File: src/rtl/vram_arbiter.sv
// Video RAM arbiter: one single-port RAM shared between the character fetch
// (one cell ahead of the beam, always first) and a CPU req/ack port.
module vram_arbiter #(
    parameter int ADDR_W = 14,
    parameter int DATA_W = 8,
    parameter int WIDTH  = 800,
    parameter int HEIGHT = 600,
    parameter int H_LAST = 1056,
    parameter int V_LAST = 625,
    parameter int COLS   = 100,
    parameter int CHAR_H = 8
) (
    input  logic              clk,
    input  logic              reset,
    input  logic [10:0]       CounterX,
    input  logic [10:0]       CounterY,
    input  logic [ADDR_W-1:0] disp_base,
    input  logic              cpu_req,
    input  logic              cpu_we,
    input  logic [ADDR_W-1:0] cpu_addr,
    input  logic [DATA_W-1:0] cpu_wdata,
    output logic              cpu_ack,
    output logic [DATA_W-1:0] cpu_rdata,
    output logic [ADDR_W-1:0] mem_addr,
    output logic              mem_we,
    output logic [DATA_W-1:0] mem_wdata,
    input  logic [DATA_W-1:0] mem_rdata,
    output logic              disp_strobe,
    output logic [DATA_W-1:0] disp_data,
    output logic [6:0]        disp_col
);
    localparam int SUB_W = (CHAR_H > 1) ? $clog2(CHAR_H) : 1;

    localparam logic [10:0]       X_WIDTH    = 11'(WIDTH);
    localparam logic [10:0]       X_SLOT_END = 11'(WIDTH - 1);
    localparam logic [10:0]       X_LAST     = 11'(H_LAST);
    localparam logic [10:0]       Y_LAST     = 11'(V_LAST);
    localparam logic [11:0]       Y_HEIGHT   = 12'(HEIGHT);
    localparam logic [SUB_W-1:0]  SUB_LAST   = SUB_W'(CHAR_H - 1);
    localparam logic [SUB_W-1:0]  SUB_ONE    = SUB_W'(1);
    localparam logic [ADDR_W-1:0] ROW_STEP   = ADDR_W'(COLS);

    localparam logic [1:0] ST_IDLE = 2'd0;
    localparam logic [1:0] ST_DATA = 2'd1;
    localparam logic [1:0] ST_ACK  = 2'd2;

    logic [1:0]        state_q, state_d;
    logic              op_we_q, op_we_d;
    logic              cpu_ack_q, cpu_ack_d;
    logic [DATA_W-1:0] cpu_rdata_q, cpu_rdata_d;
    logic [ADDR_W-1:0] row_base_q, row_base_d;
    logic [SUB_W-1:0]  sub_q, sub_d;
    logic              line_active_q, line_active_d;
    logic              slot_d_q, slot_d_d;
    logic [6:0]        col_d_q, col_d_d;
    logic              disp_strobe_q, disp_strobe_d;
    logic [DATA_W-1:0] disp_data_q, disp_data_d;
    logic [6:0]        disp_col_q, disp_col_d;

    logic              slot_s;
    logic [6:0]        col_s;
    logic              grant_s;
    logic [ADDR_W-1:0] mem_addr_s;
    logic              mem_we_s;
    logic [DATA_W-1:0] mem_wdata_s;

    // Display slot: column 0 at the end of the previous line, then one per cell.
    always_comb begin
        slot_s = 1'b0;
        col_s  = 7'd0;
        if (!line_active_q) begin
            slot_s = 1'b0;
        end else if (CounterX == X_LAST) begin
            slot_s = 1'b1;
            col_s  = 7'd0;
        end else if ((CounterX[2:0] == 3'b111) && (CounterX < X_SLOT_END)) begin
            slot_s = 1'b1;
            col_s  = 7'((CounterX + 11'd1) >> 3);
        end else begin
            slot_s = 1'b0;
        end
    end

    // Row bookkeeping at the end of the visible part of each line; row_base steps by COLS.
    always_comb begin
        row_base_d    = row_base_q;
        sub_d         = sub_q;
        line_active_d = line_active_q;
        if (CounterX == X_WIDTH) begin
            if (CounterY == Y_LAST) begin
                row_base_d    = disp_base;
                sub_d         = '0;
                line_active_d = 1'b1;
            end else if (({1'b0, CounterY} + 12'd1) >= Y_HEIGHT) begin
                line_active_d = 1'b0;
            end else if (sub_q == SUB_LAST) begin
                sub_d      = '0;
                row_base_d = row_base_q + ROW_STEP;
            end else begin
                sub_d = sub_q + SUB_ONE;
            end
        end else begin
            line_active_d = line_active_q;
        end
    end

    // CPU access FSM; a grant is only possible in a cycle without a display slot.
    always_comb begin
        state_d     = state_q;
        op_we_d     = op_we_q;
        cpu_ack_d   = 1'b0;
        cpu_rdata_d = cpu_rdata_q;
        grant_s     = 1'b0;
        case (state_q)
            ST_IDLE: begin
                if (cpu_req && !slot_s && !reset) begin
                    grant_s = 1'b1;
                    op_we_d = cpu_we;
                    state_d = ST_DATA;
                end else begin
                    state_d = ST_IDLE;
                end
            end
            ST_DATA: begin
                if (!op_we_q) begin
                    cpu_rdata_d = mem_rdata;
                end else begin
                    cpu_rdata_d = cpu_rdata_q;
                end
                cpu_ack_d = 1'b1;
                state_d   = ST_ACK;
            end
            ST_ACK: begin
                state_d = ST_IDLE;
            end
            default: begin
                state_d = ST_IDLE;
            end
        endcase
    end

    // RAM port mux: display slot, else CPU grant, else idle.
    always_comb begin
        mem_addr_s  = '0;
        mem_we_s    = 1'b0;
        mem_wdata_s = '0;
        if (slot_s) begin
            mem_addr_s = row_base_q + {{(ADDR_W-7){1'b0}}, col_s};
        end else if (grant_s) begin
            mem_addr_s  = cpu_addr;
            mem_we_s    = cpu_we;
            mem_wdata_s = cpu_wdata;
        end else begin
            mem_we_s = 1'b0;
        end
    end

    // Display pipeline: RAM data arrives the cycle after the slot, presented one cycle later.
    always_comb begin
        slot_d_d      = slot_s;
        col_d_d       = col_s;
        disp_strobe_d = slot_d_q;
        if (slot_d_q) begin
            disp_data_d = mem_rdata;
            disp_col_d  = col_d_q;
        end else begin
            disp_data_d = disp_data_q;
            disp_col_d  = disp_col_q;
        end
    end

    // State registers with synchronous reset.
    always_ff @(posedge clk) begin
        if (reset) begin
            state_q       <= ST_IDLE;
            op_we_q       <= 1'b0;
            cpu_ack_q     <= 1'b0;
            cpu_rdata_q   <= '0;
            row_base_q    <= '0;
            sub_q         <= '0;
            line_active_q <= 1'b0;
            slot_d_q      <= 1'b0;
            col_d_q       <= 7'd0;
            disp_strobe_q <= 1'b0;
            disp_data_q   <= '0;
            disp_col_q    <= 7'd0;
        end else begin
            state_q       <= state_d;
            op_we_q       <= op_we_d;
            cpu_ack_q     <= cpu_ack_d;
            cpu_rdata_q   <= cpu_rdata_d;
            row_base_q    <= row_base_d;
            sub_q         <= sub_d;
            line_active_q <= line_active_d;
            slot_d_q      <= slot_d_d;
            col_d_q       <= col_d_d;
            disp_strobe_q <= disp_strobe_d;
            disp_data_q   <= disp_data_d;
            disp_col_q    <= disp_col_d;
        end
    end

    assign cpu_ack     = cpu_ack_q;
    assign cpu_rdata   = cpu_rdata_q;
    assign mem_addr    = mem_addr_s;
    assign mem_we      = mem_we_s;
    assign mem_wdata   = mem_wdata_s;
    assign disp_strobe = disp_strobe_q;
    assign disp_data   = disp_data_q;
    assign disp_col    = disp_col_q;

endmodule
File: config.mk
export PLATFORM = sky130hd
export DESIGN_NAME = vram_arbiter
export DESIGN_NICKNAME = d
export VERILOG_FILES = /design/src/rtl/vram_arbiter.sv
export SDC_FILE = /design/constraint.sdc
export NUM_CORES = 1
export LEC_CHECK = 0
export BUFFER_PORTS_ARGS = -buffer_cell sky130_fd_sc_hd__buf_2
export CELL_PAD_IN_SITES_DETAIL_PLACEMENT = 0
export CELL_PAD_IN_SITES_GLOBAL_PLACEMENT = 2
export CORE_ASPECT_RATIO = 0.7
export CORE_MARGIN = 1
export CORE_UTILIZATION = 29
export DETAILED_ROUTE_END_ITERATION = 8
export PLACE_DENSITY_LB_ADDON = 0.1
export SYNTH_ARGS = -nofsm -noshare
export SYNTH_HDL_FRONTEND = slang
export SYNTH_SLANG_ARGS = --single-unit
File: constraint.sdc
create_clock -name clk -period 9.16 [get_ports clk]
set_input_delay 1.832 -clock clk [delete_from_list [all_inputs] [get_ports clk]]
set_output_delay 1.832 -clock clk [all_outputs]
set_load 0.02 [all_outputs]
==> impl_metrics.toml <==
[synth]
syn_area_per_cell_sq_um = 8.457
synth_area_leaders = "dfxtp_1 36%, mux2i_1 9.4%, nor2_1 5.5%, o21ai_0 4.7%, ha_1 4.2%"
syn_inst = 353
ys_ff_latch = 53
ys_types = 53
async_reset_ff_frac = 0
synth_warnings = 0
synth_edf_count = 0
syn_area_sq_um = 2985
ys_seq_area_frac = 0.3554
yosysTopAreaCell = "dfxtp_1"
synth_top_area_frac = 0.3554
synth_nets = 434
synthFlopType = "dfxtp_1"

[detailed_routing]
ant_nets = 0
drtIter0Drc = 158
wire_per_inst_um = 14.68
via_per_inst = 4.946
wirelength_mm = 8.720
vias = 2938
drt_first_pass_iters = 4
drc = 0

[min_path]
worstHoldStart = "col_d_q[0]"
holdCritPathClass = "reg -> reg"
min_delay_path_depth = 2
worstHoldEndpoint = "disp_col[0]"

[power_and_ir_drop]
pwr-share-comb = 0.107
switchingPower_mw = 0.1199
power_density_nw_per_um2 = 131.0
p_sw_frac = 0.2374
seqPwrFrac = 0.463
clkPwrFrac = 0.430
cell_internal_pwr_mw = 0.3851
ir_worst_vdd_v = 0.00006901
power_leakage_nw = 1.637

[die]
initial_core_util = 0.3036
die_w_um = 123.3
dieArea_sq_um = 10710
row_count = 30
die_height_um = 86.89
ios = 118
core_area_sq_um = 9834

[sta]
slew_violations = 0
setup_violations = 0
rsz0062_at_grt = "no"
fin_setup_tns_ps = 0
max_slew_margin = 0.2387
holdWs_ps = 472.4
post-route-period-util = 0.7217
hold_viol = 0
period_minus_slack_ps = 6611
fmax_mhz = 151.3
worstMarginPinSlew_ps = 1138
fin_worst_skew_ps = 4.822

[critical_path]
setup.worst_path.start_class = "input port"
worst_ep_required_time_ps = 7330
reg2reg_depth = 4
r2r_slack_ps = 6800
r2r-end = "op_we_q"
crit_type = "in -> out"
end_kind = "primary output"
worstPathMaxFanout = 14
reg2reg_from = "state_q[1]"
worstPathArrival_ps = 4780

[run]
max-cap-violations = 0

[final_layout]
final_nets = 546
diodes = 0
final_layout_size_suffix_gt1_frac = 0.2983
final_common_cell = "buf_2"
layout_common_cells = "117 x buf_2, 53 x dfxtp_1, 44 x nor2_1, 28 x o21ai_0, 28 x mux2i_1"
area_delta_synth_final_pct = 29.17

[grt]
antenna_found_initial = 0
gr-total-overflow = 0
grt_pass1_vias = 2769
grt_max_degree = 47
grt_usage = 0.1670
grt_pass1_wl_mm = 13.90

[clock_network]
h-tree-depth = 2
cts-resized-gates = 0
cts_setup_buffers = 0
clk_latency_ps = 290
cts_sinks = 53
cts_buffers = 5
cts_buffer_depth = 2
cts_tree = "yes"
cts_root_buffer = "clkbuf_16"
cts_hold_buf = 0
clk_pin_slew_ps = 70

[place]
port_buffers = 117
place_congestion = 0.7562
dp_hpwl_mm = 6.768

[outcome]
status = "complete, no violations"
cell type report:
cell class | count | area, sq um
Tap cell | 128 | 160.2
Clock buffer | 6 | 128.9
Timing Repair Buffer | 120 | 608.1
Clock inverter | 2 | 38.79
Sequential cell | 53 | 1061
Inverter | 3 | 11.26
Fill cell | 1052 | 5978
Multi-Input combinational cell | 282 | 1848
synth_stat cells, types with 4 or more instances:
cell      count
xor2_1       14
xnor2_1       4
o211ai_1      4
buf_2         4
nand2_1      26
o21ai_0      28
mux2i_1      28
clkbuf_1      8
nor2_1       44
nor3_1       16
a21oi_1      21
and2_1        9
ha_1         10
nand3_1      17
nand4_1       5
and3_1        6
dfxtp_1      53
worst max-delay path by stage:
stage               cells past startpoint   startpoint            to  slack [ps]
finish                                 13  CounterX[4]  mem_addr[12]        2550
global route                           13  CounterX[4]  mem_addr[12]        2110
CTS                                    13  CounterX[4]  mem_addr[12]        2550
detailed placement                     13  CounterX[4]  mem_addr[12]        2560
global placement                       13  CounterX[4]   mem_addr[8]        2720
floorplan                              12  CounterX[0]  mem_addr[10]        2890
logic make-up after synthesis:
kind of cell	after synthesis	share of synthesized area
xor+xnor	18	0.05281
fa+ha+maj	11	0.04862
flops	53	0.3554
simple gates	150	0.2703
mux	28	0.09388
compound gates	75	0.1534
buf+inv	18	0.02557
routing by layer:
| layer | part of all wire | vias to the layer above | GRT usage |
|---|---|---|---|
| li1 | - | 1515 | - |
| met1 | 0.54 | 1326 | 0.2487 |
| met2 | 0.38 | 92 | 0.2463 |
| met3 | 0.067 | 5 | 0.03534 |
| met4 | 0.0054 | 0 | 0.03176 |
| met5 | 0 | - | 0 |
critical path: stages:
cell	delay, ps
buf_2	130
a2111oi_0	680
o2111ai_1	170
buf_4	210
nor2_1	150
ha_1	200
fa_1	230
a211oi_1	100
o21ai_0	390
nand3_1	160
xor2_1	160
o21ai_0	160
buf_2	190
power by group through the flow:
stage / combinational, mW / sequential [mW] / clock, mW
6_report: 0.0542 / 0.234 / 0.217
3_5_place_dp: 0.0545 / 0.239 / 0
2_1_floorplan: 0.0247 / 0.241 / 0
3_3_place_gp: 0.0545 / 0.239 / 0
5_1_grt: 0.0602 / 0.234 / 0.233
4_1_cts: 0.0547 / 0.234 / 0.225
sequential cells by signal (all words and copies together), names as in the netlist, 2 cells and up:
register,cells
row_base_q,14
cpu_rdata,8
disp_data,8
col_d_q,7
disp_col,7
sub_q,3
state_q,2
metrics by stage:
stage | setup WS, ps | utilization | area [sq um] | std cells | power, mW
floorplan | 2889 | - | 2985 | 353 | 0.2661
global placement | 2723 | 0.3751 | 3689 | 586 | 0.2937
detailed placement | 2563 | 0.3751 | 3689 | 586 | 0.2938
CTS | 2546 | 0.3921 | 3856 | 594 | 0.5130
global route | 2112 | 0.3921 | 3856 | 594 | 0.5272
finish | 2549 | 0.3921 | 3856 | 594 | 0.5050
Power figures use the tool's default switching activity.
